===== src/rtl/rv_multicycle_ctrl.sv =====
// Multicycle control FSM for an RV32I core: fetch/decode/exec/mem/wb sequencing.
// Optional macro RV_CTRL_PERF_EN adds 64-bit cycle and retired-instruction counters.
module rv_multicycle_ctrl #(
  parameter int IMEM_TIMEOUT = 0,
  parameter int DMEM_TIMEOUT = 0
) (
  input  logic        clk,
  input  logic        rst,
  input  logic [6:0]  op,
  input  logic [2:0]  func,
  input  logic        br_taken,
  input  logic        imem_ready,
  input  logic        dmem_ready,
  output logic        imem_req,
  output logic        dmem_req,
  output logic        dmem_we,
  output logic        ir_we,
  output logic        pc_we,
  output logic [1:0]  pc_sel,
  output logic        alu_a_sel,
  output logic        alu_b_sel,
  output logic [1:0]  wb_sel,
  output logic        rf_we,
  output logic [2:0]  state,
`ifdef RV_CTRL_PERF_EN
  output logic [63:0] cycle_cnt,
  output logic [63:0] instret_cnt,
`endif
  output logic        halted,
  output logic        illegal
);

  typedef enum logic [2:0] {
    S_FETCH  = 3'd0,
    S_DECODE = 3'd1,
    S_EXEC   = 3'd2,
    S_MEM    = 3'd3,
    S_WB     = 3'd4,
    S_HALT   = 3'd5
  } state_t;

  localparam logic [6:0] OP_LUI    = 7'b0110111;
  localparam logic [6:0] OP_AUIPC  = 7'b0010111;
  localparam logic [6:0] OP_JAL    = 7'b1101111;
  localparam logic [6:0] OP_JALR   = 7'b1100111;
  localparam logic [6:0] OP_BRANCH = 7'b1100011;
  localparam logic [6:0] OP_LOAD   = 7'b0000011;
  localparam logic [6:0] OP_STORE  = 7'b0100011;
  localparam logic [6:0] OP_IMM    = 7'b0010011;
  localparam logic [6:0] OP_REG    = 7'b0110011;

  localparam int TMAX = (IMEM_TIMEOUT > DMEM_TIMEOUT) ? IMEM_TIMEOUT : DMEM_TIMEOUT;
  localparam int CW   = (TMAX < 1) ? 1 : $clog2(TMAX + 1);

  state_t        state_r;
  state_t        next_s;
  logic [6:0]    op_r;
  logic [2:0]    func_r;
  logic [CW-1:0] wait_r;
  logic          wait_inc_s;
  logic          fault_s;
  logic          halted_r;
  logic          illegal_r;
  logic          unused_func;

  // funct3 is latched alongside op, but no control decision depends on it.
  assign unused_func = ^func_r;

  function automatic logic op_supported(input logic [6:0] o);
    case (o)
      OP_LUI, OP_AUIPC, OP_JAL, OP_JALR, OP_BRANCH,
      OP_LOAD, OP_STORE, OP_IMM, OP_REG: op_supported = 1'b1;
      default:                           op_supported = 1'b0;
    endcase
  endfunction

  // Next-state selection, wait-counter advance and fault detection.
  always_comb begin
    next_s     = state_r;
    wait_inc_s = 1'b0;
    fault_s    = 1'b0;
    case (state_r)
      S_FETCH: begin
        if (imem_ready) begin
          next_s = S_DECODE;
        end else if (IMEM_TIMEOUT != 0) begin
          if (int'(wait_r) + 1 >= IMEM_TIMEOUT) begin
            next_s  = S_HALT;
            fault_s = 1'b1;
          end else begin
            wait_inc_s = 1'b1;
          end
        end else begin
          next_s = S_FETCH;
        end
      end
      S_DECODE: begin
        if (op_supported(op)) begin
          next_s = S_EXEC;
        end else begin
          next_s  = S_HALT;
          fault_s = 1'b1;
        end
      end
      S_EXEC: begin
        case (op_r)
          OP_BRANCH:         next_s = S_FETCH;
          OP_LOAD, OP_STORE: next_s = S_MEM;
          default:           next_s = S_WB;
        endcase
      end
      S_MEM: begin
        if (dmem_ready) begin
          next_s = (op_r == OP_STORE) ? S_FETCH : S_WB;
        end else if (DMEM_TIMEOUT != 0) begin
          if (int'(wait_r) + 1 >= DMEM_TIMEOUT) begin
            next_s  = S_HALT;
            fault_s = 1'b1;
          end else begin
            wait_inc_s = 1'b1;
          end
        end else begin
          next_s = S_MEM;
        end
      end
      S_WB:    next_s = S_FETCH;
      S_HALT:  next_s = S_HALT;
      default: begin
        next_s  = S_HALT;
        fault_s = 1'b1;
      end
    endcase
  end

`ifdef RV_CTRL_PERF_EN
  logic [63:0] cycle_r;
  logic [63:0] instret_r;
  assign cycle_cnt   = cycle_r;
  assign instret_cnt = instret_r;
`endif

  // State register, opcode latch, wait counter and sticky status flags.
  always_ff @(posedge clk) begin
    if (rst) begin
      state_r   <= S_FETCH;
      op_r      <= 7'd0;
      func_r    <= 3'd0;
      wait_r    <= '0;
      halted_r  <= 1'b0;
      illegal_r <= 1'b0;
`ifdef RV_CTRL_PERF_EN
      cycle_r   <= 64'd0;
      instret_r <= 64'd0;
`endif
    end else begin
      state_r <= next_s;
      if (state_r == S_DECODE) begin
        op_r   <= op;
        func_r <= func;
      end else begin
        op_r   <= op_r;
        func_r <= func_r;
      end
      wait_r    <= wait_inc_s ? wait_r + {{(CW-1){1'b0}}, 1'b1} : '0;
      halted_r  <= halted_r | (next_s == S_HALT);
      illegal_r <= illegal_r | fault_s;
`ifdef RV_CTRL_PERF_EN
      if (state_r != S_HALT) cycle_r <= cycle_r + 64'd1;
      if (next_s == S_FETCH &&
          (state_r == S_EXEC || state_r == S_MEM || state_r == S_WB))
        instret_r <= instret_r + 64'd1;
`endif
    end
  end

  assign state   = state_r;
  assign halted  = halted_r;
  assign illegal = illegal_r;

  // Datapath controls decoded from state and latched opcode; forced idle while in reset.
  always_comb begin
    imem_req  = 1'b0;
    dmem_req  = 1'b0;
    dmem_we   = 1'b0;
    ir_we     = 1'b0;
    pc_we     = 1'b0;
    pc_sel    = 2'd0;
    alu_a_sel = 1'b0;
    alu_b_sel = 1'b0;
    wb_sel    = 2'd0;
    rf_we     = 1'b0;
    if (!rst) begin
      case (state_r)
        S_FETCH: begin
          imem_req = 1'b1;
          ir_we    = imem_ready;
        end
        S_EXEC: begin
          case (op_r)
            OP_IMM, OP_LOAD, OP_STORE: alu_b_sel = 1'b1;
            OP_AUIPC: begin
              alu_a_sel = 1'b1;
              alu_b_sel = 1'b1;
            end
            OP_BRANCH: begin
              pc_we  = 1'b1;
              pc_sel = br_taken ? 2'd1 : 2'd0;
            end
            OP_JAL: begin
              pc_we  = 1'b1;
              pc_sel = 2'd1;
            end
            OP_JALR: begin
              alu_b_sel = 1'b1;
              pc_we     = 1'b1;
              pc_sel    = 2'd2;
            end
            default: alu_b_sel = 1'b0;
          endcase
        end
        S_MEM: begin
          dmem_req = 1'b1;
          dmem_we  = (op_r == OP_STORE);
          pc_we    = dmem_ready && (op_r == OP_STORE);
        end
        S_WB: begin
          rf_we = 1'b1;
          case (op_r)
            OP_LOAD:         wb_sel = 2'd1;
            OP_JAL, OP_JALR: wb_sel = 2'd2;
            OP_LUI:          wb_sel = 2'd3;
            default:         wb_sel = 2'd0;
          endcase
          // Jumps already moved pc in EXEC; WB only writes the link register.
          pc_we = (op_r != OP_JAL) && (op_r != OP_JALR);
        end
        default: imem_req = 1'b0;
      endcase
    end else begin
      imem_req = 1'b0;
    end
  end

endmodule


===== config.mk =====
export PLATFORM = sky130hd
export DESIGN_NAME = rv_multicycle_ctrl
export DESIGN_NICKNAME = d
export VERILOG_FILES = /design/src/rtl/rv_multicycle_ctrl.sv
export SDC_FILE = /design/constraint.sdc
export NUM_CORES = 1
export LEC_CHECK = 0
export CAP_MARGIN = 20
export CORE_UTILIZATION = 45
export DETAILED_ROUTE_END_ITERATION = 7
export PLACE_DENSITY_LB_ADDON = 0.05
export SLEW_MARGIN = 15
export SYNTH_ARGS = -nofsm -noshare
export SYNTH_HDL_FRONTEND = slang
export SYNTH_SLANG_ARGS = --single-unit

===== constraint.sdc =====
create_clock -name clk -period 3 [get_ports clk]
set_input_delay 0.75 -clock clk [delete_from_list [all_inputs] [get_ports clk]]
set_output_delay 0.75 -clock clk [all_outputs]
set_load 0.02 [all_outputs]

Yosys cells after proc, flatten, opt, wreduce, memory -nomap -nowiden
Cells that the tools add are included.

word-level totals
  flip-flop bits (word level) = 12
  bits of input ports = 15
  word-level logic and storage cells = 76

cells by class
  eq/ne operators = 25
  muxes and demuxes = 36
  bitwise operators = 2
  reductions and logical operators = 9

operators by type and width
  kind                                                                    number
  7-bit equality test (second input constant)                             6
  7-bit by 6-bit equality test with 1-bit output (second input constant)  5
  7-bit by 5-bit equality test with 1-bit output (second input constant)  4
  1-bit 2-to-1 mux                                                        23
  3-bit case mux with 5 select lines                                      1
  7-bit by 2-bit equality test with 1-bit output (second input constant)  2
  7-bit inequality test (second input constant)                           2
  2-bit case mux with 3 select lines                                      2
  5-bit OR reduction                                                      2
  3-bit equality test (second input constant)                             3
  3-bit 2-to-1 mux                                                        3
  9-bit OR reduction                                                      1
  2-bit 2-to-1 mux                                                        4
  3-bit by 2-bit equality test with 1-bit output (second input constant)  2
  3-bit case mux with 2 select lines                                      1
  2-bit OR reduction                                                      2
  3-bit by 1-bit equality test with 1-bit output (second input constant)  1
  3-bit zero test                                                         1
  1-bit case mux with 3 select lines                                      1
  3-bit OR reduction                                                      1
  1-bit logical AND                                                       2
  1-bit bitwise OR                                                        2
  1-bit case mux with 2 select lines                                      1

Logic depth before layout (Yosys ltp)
Gate-level depths: netlist (run 1).

  word-level depth = 8
  gate-level depth with buffers = 6
  gate-level depth less buffers = 5

Least setup slack after synthesis (run 1)
OpenSTA, ideal clock, no wires.

  path kind = register to output
  start point = register state_r[0], in the netlist state[0]
  end point = output port ir_we
  arrival time = 1.805 ns
  required time = 2.250 ns
  path slack = 0.445 ns
  stages on the path, launching flop included = 5
  path buffers = 2
  cell sequence = dfxtp_1 -> buf_2 -> buf_2 -> nor4_1 -> and2_1

between the ends
  word-level cells in the longest chain between the ends = 3

ends and longest elaborated chain
  item                    RTL line  RTL
  start, declared         55        state_t state_r;
  start signal, assigned  156       state_r <= next_s;
  3-bit zero test         193       case (state_r)
  1-bit 2-to-1 mux        193
  1-bit 2-to-1 mux        192       if (!rst) begin
  end, declared           17        output logic ir_we,

Every way passes these cells.

Final worst setup path (run 1)
  start point = input port dmem_ready
  end point = output port pc_we

between the ends
  word-level cells in the longest chain between the ends = 3

ends and longest elaborated chain
  item                                RTL line  RTL
  start, declared                     13        input logic dmem_ready,
  1-bit logical AND                   224       pc_we = dmem_ready && (op_r == OP_STORE);
  1-bit case mux with 3 select lines  193
  1-bit 2-to-1 mux                    192
  end, declared                       18        output logic pc_we,

Every way passes these cells.

==> run_results.csv, run 1 <==
group,metric,value,unit
global_routing,grt_usage,24.4,%
synthesis,synth_seq_cells,12,
global_routing,grt_max_degree,15,
worst_hold_path,min_from,"halted",
pwr,p_sw,0.144,mW
sta,hold_violations,0,
sta,slew_headroom,72.8,%
layout,fillerInstances,155,
sta,min_period_over_period,95.0,%
pwr,power_density,365,mW/mm^2
placed_design,hpwl,1770,um
clock_tree,cts_tree,"yes",
clock_tree,cts_buffers,3,
layout,mostFrequentLayoutCell,"nand2_1",
route,drt_pre_antenna_iters,4,
synthesis,synth_area_per_cell,7.62,um^2
setup_path,rr_startpoint,"state[2]",
clock_tree,cts-root-buf,"clkbuf_4",
synthesis,syn-num-nets,130,
layout,layout-drive-gt1-share,24.0,%
die,fp.dieArea,0.00213,mm^2
clock_tree,hold_buffers,0,
synthesis,synth_cell_type_count,44,
pwr,p_seq_share,41.5,%
job,drv_cap,0,
placed_design,io_buffers,28,
pwr,leakagePower,0.534,nW
route,viasPerCell,5.41,
synthesis,async_flop_share,0,%
sta,tightest_slew,0.406,ns
synthesis,ys_seq_area_share,27.4,%
sta,fin_setup_tns,0,ns
layout,antennaDiodeCount,0,
sta,setup_viol,0,
die,ioPinCount,32,
die,rows,15,
route,drt_iter0_drc,27,
die,design.core.area,0.00178,mm^2
route,antenna_left,0,
pwr,p_total,0.457,mW
clock_tree,cts_setup_buffers,0,
route,routedWlPerCell,12.9,um
global_routing,grt_pass1_wl,3720,um
route,drt-total-wl,2250,um
setup_path,cp_max_fo,2,
synthesis,synth.area.top_cells,"dfxtp_1, nand2_1, a21oi_1",
synthesis,synth_area,876,um^2
clock_tree,clock_latency,0.28,ns
synthesis,synth_edf_count,0,
placed_design,gp_congestion,0.787,
setup_path,startpoint,"dmem_ready",
die,initial_core_util,49.1,%
run_status,status,"completed",
sta,fin_worst_skew,0.000363,ns
global_routing,grt_antenna_before_repair,0,
setup_path,crit_path_start_kind,"input pin",
pwr,pwr-share-comb,30.1,%
clock_tree,clk_pin_slew,0.07,ns
pwr,p_sw_share,31.6,%
global_routing,grt_overflow_total,0,
layout,layout_common_cells,"nand2_1, clkdlybuf4s50_1, dfxtp_1, buf_4",
clock_tree,cts.path.max_buffers,2,
setup_path,critPathCaptureType,"output pin",
worst_hold_path,hp-class,"reg -> reg",
route,drc,0,
clock_tree,cts_sinks,12,
pwr,p_clk_share,28.3,%
layout,nets,166,
synthesis,ys_warn_count,0,
pwr,peakVddDrop,0.000339,V
setup_path,cp.arrival,2.10,ns
die,die_w,46.1,um
layout,syn2layout_area_growth,42.9,%
setup_path,critPathKind,"in -> out",
synthesis,syn_inst,115,
sta,drv_slew,0,
clock_tree,h-tree-depth,1,
sta,fmax,351,MHz
synthesis,synthFlopType,"dfxtp_1",
route,vias,946,
synthesis,synth_area_leader_cell,"dfxtp_1",
sta,post-route-min-period,2.85,ns
synthesis,synth_top_area_share,27.4,%
global_routing,grt_pass1_vias,846,
die,die_h,46.1,um
setup_path,crit_required,2.25,ns
sta,rsz0062_at_grt,"false",
pwr,p_int,0.313,mW
cell usage after synthesis, drive strengths merged, types with 2 or more instances:
| library cell | number |
|---|---|
| nand2 | 23 |
| dfxtp | 12 |
| nor2 | 10 |
| a21oi | 9 |
| buf | 8 |
| nor3 | 6 |
| nand3 | 4 |
| nor2b | 4 |
| or3 | 4 |
| and3 | 3 |
| nand3b | 3 |
| o21ai | 3 |
| a2111oi | 2 |
| a221oi | 2 |
| and2 | 2 |
| inv | 2 |
| o31ai | 2 |
path summary, 6_finish.rpt:
kind | cells past startpoint | slack, ns | endpoint
setup reg to reg | 6 | 1.40 | halted
setup / recovery | 7 | 0.15 | pc_we
hold reg to reg | 2 | 0.49 | halted
hold / removal | 2 | 0.49 | halted
what timing repair did:
| action | CTS | global route |
|---|---|---|
| pin swaps | 0 | 2 |
| hold endpoints to repair | 0 | 0 |
| setup endpoints to repair | 12 | 4 |
| resized for setup | 23 | 8 |
logic make-up after synthesis:
| family | after synthesis | synth area share [%] |
|---|---|---|
| and+or+nand+nor | 67 | 43.6 |
| AOI/OAI and AO/OA | 24 | 20.6 |
| buffers and inverters | 11 | 7.29 |
| muxes | 1 | 1.14 |
| DFF | 12 | 27.4 |
per-stage QoR:
| step | util, % | worst slack [ns] | instance area (um^2) | hold WS, ns | std cells |
|---|---|---|---|---|---|
| 2_1_floorplan | - | 0.445 | 876 | 0.450 | 115 |
| 3_3_place_gp | 68.5 | -0.370 | 1220 | 0.457 | 171 |
| 3_5_place_dp | 68.5 | -0.440 | 1220 | 0.473 | 171 |
| 4_1_cts | 69.5 | 0.00108 | 1240 | 0.496 | 175 |
| 5_1_grt | 70.2 | 0.0391 | 1250 | 0.513 | 175 |
| 6_report | 70.2 | 0.149 | 1250 | 0.492 | 175 |
routing by layer:
metal  track usage [%]  part of all wire (%)  up-vias
li1                  -                     -      477
met1              30.1                    45      423
met2              42.5                    49       39
met3              3.53                   4.4        7
met4              8.82                   1.3        0
met5                 0                     0        -
area by class of cell:
cell class | count | area, um^2 | share of cell area (%)
well taps | 25 | 31.3 | 2.50
clock buffers | 4 | 36.3 | 2.90
repair buffers | 40 | 352 | 28.1
multi-input cells | 92 | 584 | 46.7
inverters | 2 | 7.51 | 0.600
flip-flops and latches | 12 | 240 | 19.2
sequential cells by signal, indices dropped and copies added (netlist names):
name and count:
halted 1, illegal 1, op_r 7, state 3
worst max-delay path: stages:
cell             delay, ns
clkdlybuf4s50_1       0.48
nand2_1               0.06
mux2i_1               0.12
and3_2                0.18
o21ai_1               0.07
a21oi_1               0.11
dlygate4sd2_1         0.34
power by group through the flow:
stage,logic (mW),registers [mW],clock network (mW)
2_1_floorplan,0.0844,0.191,0
3_3_place_gp,0.137,0.191,0
3_5_place_dp,0.139,0.193,0
4_1_cts,0.137,0.189,0.135
5_1_grt,0.150,0.192,0.142
6_report,0.138,0.190,0.130
No activity file was read; power rests on OpenSTA's default activity.
==> run 2: changes to the inputs <==
--- a/config.mk
+++ b/config.mk
@@ -5,6 +5,7 @@
 export SDC_FILE = /design/constraint.sdc
 export NUM_CORES = 1
 export LEC_CHECK = 0
+export ABC_CLOCK_PERIOD_IN_PS = 3000
 export CAP_MARGIN = 20
 export CORE_UTILIZATION = 45
 export DETAILED_ROUTE_END_ITERATION = 7
==> results of run 2 <==
Same layout as run 1: the final DEF is identical, and so are final timing and power.
==> run 3: changes to the inputs <==
--- a/config.mk
+++ b/config.mk
@@ -6,11 +6,10 @@
 export NUM_CORES = 1
 export LEC_CHECK = 0
 export ABC_CLOCK_PERIOD_IN_PS = 3000
-export CAP_MARGIN = 20
 export CORE_UTILIZATION = 45
 export DETAILED_ROUTE_END_ITERATION = 7
 export PLACE_DENSITY_LB_ADDON = 0.05
-export SLEW_MARGIN = 15
+export SLEW_MARGIN = 20
 export SYNTH_ARGS = -nofsm -noshare
 export SYNTH_HDL_FRONTEND = slang
 export SYNTH_SLANG_ARGS = --single-unit
==> results of run 3 <==
Same layout as run 1: the final DEF is identical, and so are final timing and power.
